$ cat src/rtl/wave_period_analyzer_if.sv
// ---------------------------------------------------------------------------
// wave_period_analyzer_if
// Sample stream in, per-period measurement out.
//   master : drives sample_valid/sample, observes the result signals
//   slave  : the analyzer; consumes samples, drives the result signals
// Signals:
//   sample_valid  sample accepted on a clk edge where this is 1
//   sample        signed W-bit sample
//   period        samples in last completed period (CW bits)
//   peak_max/min  signed extremes over the last completed period
//   overflow      last period count saturated
//   result_valid  one-cycle strobe marking a new result
//   locked        a crossing has been seen and a measurement is running
// ---------------------------------------------------------------------------
interface wave_period_analyzer_if #(
    parameter int W  = 8,
    parameter int CW = 16
);
    logic                sample_valid;
    logic signed [W-1:0] sample;
    logic [CW-1:0]       period;
    logic signed [W-1:0] peak_max;
    logic signed [W-1:0] peak_min;
    logic                overflow;
    logic                result_valid;
    logic                locked;

    modport master (
        output sample_valid, sample,
        input  period, peak_max, peak_min, overflow, result_valid, locked
    );

    modport slave (
        input  sample_valid, sample,
        output period, peak_max, peak_min, overflow, result_valid, locked
    );
endinterface

$ cat src/rtl/wave_period_analyzer.sv
// ---------------------------------------------------------------------------
// wave_period_analyzer
// Detects rising mid-level crossings (with +/-HYST hysteresis) on a signed
// sample stream, measures the period in accepted samples plus the signed
// min/max over each complete period, and publishes one registered result
// per period with a single-cycle result_valid strobe.
// Ports:
//   clk   system clock, rising edge
//   rst   asynchronous active-low reset
//   bus   wave_period_analyzer_if.slave (sample in, results out)
// ---------------------------------------------------------------------------
module wave_period_analyzer #(
    parameter int W    = 8,
    parameter int CW   = 16,
    parameter int HYST = 4
) (
    input  logic                    clk,
    input  logic                    rst,
    wave_period_analyzer_if.slave   bus
);
    localparam logic signed [W-1:0] HI_T    = W'(HYST);
    localparam logic signed [W-1:0] LO_T    = W'(-HYST);
    localparam logic [CW-1:0]       CNT_MAX = {CW{1'b1}};

    typedef enum logic [1:0] {SEEK_LOW, SEEK_RISE, RUN_HIGH, RUN_LOW} state_t;

    state_t              state_q, state_d;
    logic [CW-1:0]       cnt_q, cnt_d;
    logic signed [W-1:0] max_q, max_d, min_q, min_d;
    logic                sat_q, sat_d;
    logic [CW-1:0]       period_q;
    logic signed [W-1:0] pmax_q, pmin_q;
    logic                ovf_q, rv_q;

    logic is_hi, is_lo;
    logic load, incr, publish, locked;

    // Samples strictly between the thresholds are neither high nor low.
    assign is_hi = bus.sample_valid && (bus.sample >= HI_T);
    assign is_lo = bus.sample_valid && (bus.sample <= LO_T);

    // ---- FSM: state register ----
    always_ff @(posedge clk or negedge rst) begin
        if (!rst) state_q <= SEEK_LOW;
        else      state_q <= state_d;
    end

    // ---- FSM: next state ----
    always_comb begin
        state_d = state_q;
        unique case (state_q)
            SEEK_LOW:  if (is_lo) state_d = SEEK_RISE;
            SEEK_RISE: if (is_hi) state_d = RUN_HIGH;
            RUN_HIGH:  if (is_lo) state_d = RUN_LOW;
            RUN_LOW:   if (is_hi) state_d = RUN_HIGH;
            default:   state_d = SEEK_LOW;
        endcase
    end

    // ---- FSM: outputs / datapath controls ----
    always_comb begin
        load    = 1'b0;
        incr    = 1'b0;
        publish = 1'b0;
        locked  = 1'b0;
        unique case (state_q)
            SEEK_RISE: load = is_hi;
            RUN_HIGH: begin
                locked = 1'b1;
                incr   = bus.sample_valid;
            end
            RUN_LOW: begin
                locked  = 1'b1;
                // The crossing sample opens the next period rather than
                // closing this one, so it reloads instead of counting.
                publish = is_hi;
                load    = is_hi;
                incr    = bus.sample_valid && !is_hi;
            end
            default: ;
        endcase
    end

    // ---- measurement datapath next-state ----
    always_comb begin
        cnt_d = cnt_q;
        sat_d = sat_q;
        max_d = max_q;
        min_d = min_q;
        if (load) begin
            cnt_d = {{(CW-1){1'b0}}, 1'b1};
            sat_d = 1'b0;
            max_d = bus.sample;
            min_d = bus.sample;
        end else if (incr) begin
            // sat marks that the true count went past what cnt can hold.
            if (cnt_q == CNT_MAX) sat_d = 1'b1;
            else                  cnt_d = cnt_q + 1'b1;
            if (bus.sample > max_q) max_d = bus.sample;
            if (bus.sample < min_q) min_d = bus.sample;
        end
    end

    always_ff @(posedge clk or negedge rst) begin
        if (!rst) begin
            cnt_q    <= '0;
            sat_q    <= 1'b0;
            max_q    <= '0;
            min_q    <= '0;
            period_q <= '0;
            pmax_q   <= '0;
            pmin_q   <= '0;
            ovf_q    <= 1'b0;
            rv_q     <= 1'b0;
        end else begin
            cnt_q <= cnt_d;
            sat_q <= sat_d;
            max_q <= max_d;
            min_q <= min_d;
            rv_q  <= publish;
            if (publish) begin
                period_q <= cnt_q;
                pmax_q   <= max_q;
                pmin_q   <= min_q;
                ovf_q    <= sat_q;
            end
        end
    end

    assign bus.period       = period_q;
    assign bus.peak_max     = pmax_q;
    assign bus.peak_min     = pmin_q;
    assign bus.overflow     = ovf_q;
    assign bus.result_valid = rv_q;
    assign bus.locked       = locked;
endmodule

$ cat src/flat_wrapper.sv
// flat-port wrapper written by rule: the top's interface ports become plain ports
module wave_period_analyzer_flat 
#(
    parameter int W    = 8,
    parameter int CW   = 16,
    parameter int HYST = 4
)
  (clk, rst, bus_sample_valid, bus_sample, bus_period, bus_peak_max, bus_peak_min, bus_overflow, bus_result_valid, bus_locked);
  wave_period_analyzer_if #(.W(W), .CW(CW)) bus_i ();
  input  logic clk;
  input  logic rst;
  input wire logic [$bits(bus_i.sample_valid)-1:0] bus_sample_valid;
  input wire logic [$bits(bus_i.sample)-1:0] bus_sample;
  output wire logic [$bits(bus_i.period)-1:0] bus_period;
  output wire logic [$bits(bus_i.peak_max)-1:0] bus_peak_max;
  output wire logic [$bits(bus_i.peak_min)-1:0] bus_peak_min;
  output wire logic [$bits(bus_i.overflow)-1:0] bus_overflow;
  output wire logic [$bits(bus_i.result_valid)-1:0] bus_result_valid;
  output wire logic [$bits(bus_i.locked)-1:0] bus_locked;
  assign bus_i.sample_valid = bus_sample_valid;
  assign bus_i.sample = bus_sample;
  assign bus_period = bus_i.period;
  assign bus_peak_max = bus_i.peak_max;
  assign bus_peak_min = bus_i.peak_min;
  assign bus_overflow = bus_i.overflow;
  assign bus_result_valid = bus_i.result_valid;
  assign bus_locked = bus_i.locked;
  wave_period_analyzer #(.W(W), .CW(CW), .HYST(HYST)) u_core (.clk(clk), .rst(rst), .bus(bus_i));
endmodule
$ cat config.mk
export PLATFORM = sky130hd
export DESIGN_NAME = wave_period_analyzer_flat
export DESIGN_NICKNAME = d
export VERILOG_FILES = /design/src/rtl/wave_period_analyzer_if.sv /design/src/rtl/wave_period_analyzer.sv /design/src/flat_wrapper.sv
export SDC_FILE = /design/constraint.sdc
export NUM_CORES = 1
export LEC_CHECK = 0
export CORE_MARGIN = 2
export CORE_UTILIZATION = 35
export CTS_CLUSTER_DIAMETER = 150
export DETAILED_ROUTE_END_ITERATION = 6
export PLACE_DENSITY = 0.64
export SETUP_SLACK_MARGIN = 0.2
export SLEW_MARGIN = 10
export SYNTH_ARGS = -nofsm -noshare
export SYNTH_HDL_FRONTEND = slang
export SYNTH_SLANG_ARGS = --single-unit
$ cat constraint.sdc
create_clock -name clk -period 2.35 [get_ports clk]
set_input_delay 0.47 -clock clk [delete_from_list [all_inputs] [get_ports clk]]
set_output_delay 0.47 -clock clk [all_outputs]
set_load 0.05 [all_outputs]
==> flow_results.org <==
** Placement
- Cell total after placement :: 538
- Input and output buffers added on the ports amount to 45.
- After detailed placement, the total cell area comes to 4470 um2.
- Placer congestion estimate :: 0.893
- Estimated wirelength of the detail-placed design :: 6030 um

** Logic synthesis
- Async S/R FF share, synth :: 100%
- Cell count after synthesis :: 341
- After synthesis, the largest area contributor takes up 47.0% of total cell area.
- Top_reg_cell synth :: sky130_fd_sc_hd__dfrtp_1
- Post-synthesis sequential area ratio :: 47.0%
- The synthesized design contains 69 register bits.
- Cell area after technology mapping :: 3670 um2
- The Yosys step of the flow raised 0 warnings.
- Post-synth EDFFs :: 0
- Dominant cell type by area after synthesis :: sky130_fd_sc_hd__dfrtp_1
- Top post-synthesis cells by area :: sky130_fd_sc_hd__dfrtp_1 (47%), sky130_fd_sc_hd__mux2_2 (10%), sky130_fd_sc_hd__ha_1 (5.5%)
- Nets in the synthesized netlist :: 368
- In this run, distinct cell masters in the synthesized netlist total 49.
- Mean Syn Cell Area :: 10.8 um2

** GRT
- Number of global-route vias before repair :: 2944
- Entering global routing, the biggest net connects 70 pins.
- Aggregate global-route resource usage :: 16.1%
- Global routing finished with a remaining overflow of 0.
- First-pass GRT wire length :: 14500 um
- The number of antenna violations at the first check in global routing was 0.

** Floorplan
- Die X-Extent :: 106 um
- Die Y :: 106 um
- During I/O placement, the number of pins put on the boundary was 46.
- The die covers 11300 um2.
- Placeable Area :: 10300 um2
- Initial core utilization :: 35.7%
- Row count :: 37

** Cells and area
- Final standard cell count with taps included and fillers excluded :: 555
- The number of antenna diodes in the final layout is 0.
- The multi-input combinational cells in the finished layout cover a total of 1770 um2.
- Number of nets in the final layout :: 441
- Leaving out fill and tap cells, the most frequent cell in the layout is sky130_fd_sc_hd__dfrtp_1.
- Share of layout cells above drive strength 1 :: 23.4%
- The top cell types in the final layout, fill and taps aside, are sky130_fd_sc_hd__dfrtp_1 (69), sky130_fd_sc_hd__clkdlybuf4s50_1 (43), sky130_fd_sc_hd__mux2_2 (33).
- Fillers :: 953
- From synthesis to final layout, the design area changed by 30.0%.
- Cells fill 46.5% of the core in the end.
- In the final layout, flip-flops and latches occupy 1730 um2.
- Finished layout cell area :: 4770 um2

** Clocking
- CTS buffer count :: 9
- The root buffer cell chosen for the clock tree is sky130_fd_sc_hd__clkbuf_8.
- Clock insertion delay at the later pin of the skew report :: 0.36 ns
- Clock-pin slew was measured on the worst setup and hold paths at 0.08 ns.
- The H-tree generated during clock tree synthesis spans 3 levels.
- The clock passes through at most 2 buffers.
- Hold_buf cts :: 0
- Number of clock sinks seen by CTS :: 69
- TritonCTS built the clock tree.

** Timing
- Hold Fails Final Rpt :: 0
- At the pin with the least slew margin, the transition time is 0.580 ns.
- Maximum clock skew at final layout :: 0.0122 ns
- The clock period could shrink to 2.14 ns.
- FMAX :: 0.467 GHz
- Headroom to the max-slew limit came out at 61.3%.
- The final critical path takes up 91.2% of the cycle.
- Number of setup violations in the final report :: 0
- Setup repair after global routing could not meet its margin everywhere.
- The final max-slew violation count is 0.

** Setup path
- Critical Path Slowest Stage Cell :: sky130_fd_sc_hd__or4_4
- Number of buffers and inverters on the critical path :: 2
- For this run, the slowest stage of the critical path takes 0.58 ns.
- The worst setup path is of the input port to register kind.
- Sort of element at the start of the critical path :: input port
- WP data arrival :: 2.38 ns
- In this run the worst path has a maximum fanout of 7.
- On the critical path the largest part of the delay comes from simple AND/OR/NAND/NOR gates.
- STA classifies the critical path endpoint as a register.
- Ordered cell list for the critical path :: clkdlybuf4s50_1 -> or4_4 -> o211a_4 -> nand2_8 -> clkbuf_16 -> mux2_2
- Critical path required time :: 2.59 ns

** Routing
- The routed design has 8650 um of wire.
- Count of unresolved DRC violations after routing :: 0
- Dividing the detail-routed wire length by the instance count gives 15.6 um.
- Detailed-route via count :: 2982
- Iteration count of the initial detailed-routing pass :: 4
- First-iteration detailed-routing DRC count :: 163
- Average vias per placed instance :: 5.37
- The detail route stage leaves a number of antenna-violating nets equal to 0.

** Flow run
- Max-cap check violation count :: 0

** Run status
- The flow ran to the end, and the final reports show no timing, DRC or antenna violations.

** Min path
- The path class of the tightest hold or removal check is input port to async pin.

** Power and ir drop
- The analysis attributes to cell leakage a power of 2.10 nW.
- Total power density per cell area :: 1110 nW/um2
- Worst vdd ir :: 425 uV
## synthesized netlist by cell type (2+ instances only)
cell type                   count
sky130_fd_sc_hd__inv_1         21
sky130_fd_sc_hd__a211o_1        2
sky130_fd_sc_hd__o211ai_1       9
sky130_fd_sc_hd__a21oi_1       18
sky130_fd_sc_hd__nand4_1       18
sky130_fd_sc_hd__o2111ai_1      7
sky130_fd_sc_hd__o21a_1         2
sky130_fd_sc_hd__o21ai_0       16
sky130_fd_sc_hd__and2_1         4
sky130_fd_sc_hd__ha_1          16
sky130_fd_sc_hd__a2111o_1       3
sky130_fd_sc_hd__mux2i_1        6
sky130_fd_sc_hd__nor2_1         6
sky130_fd_sc_hd__nand3_1        8
sky130_fd_sc_hd__or3_1          2
sky130_fd_sc_hd__o221a_2        2
sky130_fd_sc_hd__nand2_1       31
sky130_fd_sc_hd__or4_1          3
sky130_fd_sc_hd__buf_2          5
sky130_fd_sc_hd__buf_4          2
sky130_fd_sc_hd__o31a_1         2
sky130_fd_sc_hd__buf_6          3
sky130_fd_sc_hd__o311ai_0       8
sky130_fd_sc_hd__o211a_1        3
sky130_fd_sc_hd__mux2_2        33
sky130_fd_sc_hd__and4_1         2
sky130_fd_sc_hd__nand2b_1       6
sky130_fd_sc_hd__a31oi_1        3
sky130_fd_sc_hd__dfrtp_1       69
sky130_fd_sc_hd__clkbuf_1       9
sky130_fd_sc_hd__and3_1         4
## final cells by class
| type | count | area share, % |
|---|---|---|
| clock buffer | 9 | 2.59 |
| clock inverter | 7 | 2.52 |
| inverter | 21 | 1.65 |
| multi-input combinational | 231 | 37.1 |
| sequential | 69 | 36.2 |
| tap | 136 | 3.56 |
| timing repair buffer | 82 | 16.4 |
## stage by stage
stage / setup WS, ns / hold slack, ns / TNS [ns] / power (mW)
after global placement: -0.174 / 0.489 / -6.78 / 4.03
final: 0.207 / 0.121 / 0 / 5.29
after floorplan: 0.270 / 0.174 / 0 / 3.27
after detailed placement: -0.224 / 0.493 / -8.57 / 4.06
after global routing: 0.170 / 0.133 / 0 / 5.61
after CTS: 0.164 / 0.135 / 0 / 5.28
## path summary, 6_finish.rpt
| check | startpoint | to | slack (ns) | depth (start not counted) |
|---|---|---|---|---|
| min | rst | u_core.bus.period[11] | 0.12 | 2 |
| min reg2reg | u_core.bus.peak_min[2] | u_core.bus.peak_min[2] | 0.50 | 1 |
| max | bus_sample[5] | u_core.bus.peak_max[0] | 0.21 | 6 |
| max reg2reg | u_core.cnt_q[6] | u_core.cnt_q[12] | 0.37 | 4 |
| min in group clk | u_core.bus.peak_min[2] | u_core.bus.peak_min[2] | 0.50 | 1 |
| max in group asynchronous | rst | u_core.max_q[0] | 1.92 | 2 |
## logic make-up (layout without fill, tap and decap cells)
logic type / Yosys count / count (layout) / synth area share [%]
flops: 69 / 69 / 47.0
buf+inv: 41 / 119 / 5.18
mux: 39 / 39 / 11.8
compound gates: 85 / 85 / 17.4
fa+ha+maj: 16 / 16 / 5.45
simple gates: 91 / 91 / 13.2
## flip-flops by register name, indices dropped and copies added, names as in the netlist
signal / cells
u_core.max_q: 8
u_core.bus.peak_min: 8
u_core.bus.period: 16
u_core.bus.peak_max: 8
u_core.sat_q: 1
u_core.state_q: 2
u_core.bus.overflow: 1
u_core.cnt_q: 16
u_core.bus.result_valid: 1
u_core.min_q: 8
## report_power, final
part	internal, mW	switching, mW
Clock	0.710	0.486
Combinational	0.948	1.37
Sequential	1.53	0.240
Total	3.19	2.10
## routing by layer
layer / vias up / track usage (%) / part of all wire, %
met2: 70 / 24.5 / 45
met1: 1471 / 22.1 / 48
met5: - / 0 / 0
met4: 0 / 5.66 / 1.4
met3: 11 / 4.35 / 5.4
li1: 1430 / - / -
## timing repair
item / in CTS / in global routing
endpoints found under the setup margin: 20 / 44
cloned: 0 / 1
gates resized for setup: 1 / 20
setup buffers: 0 / 0
Note: power is estimated with default switching activity, not from simulation.
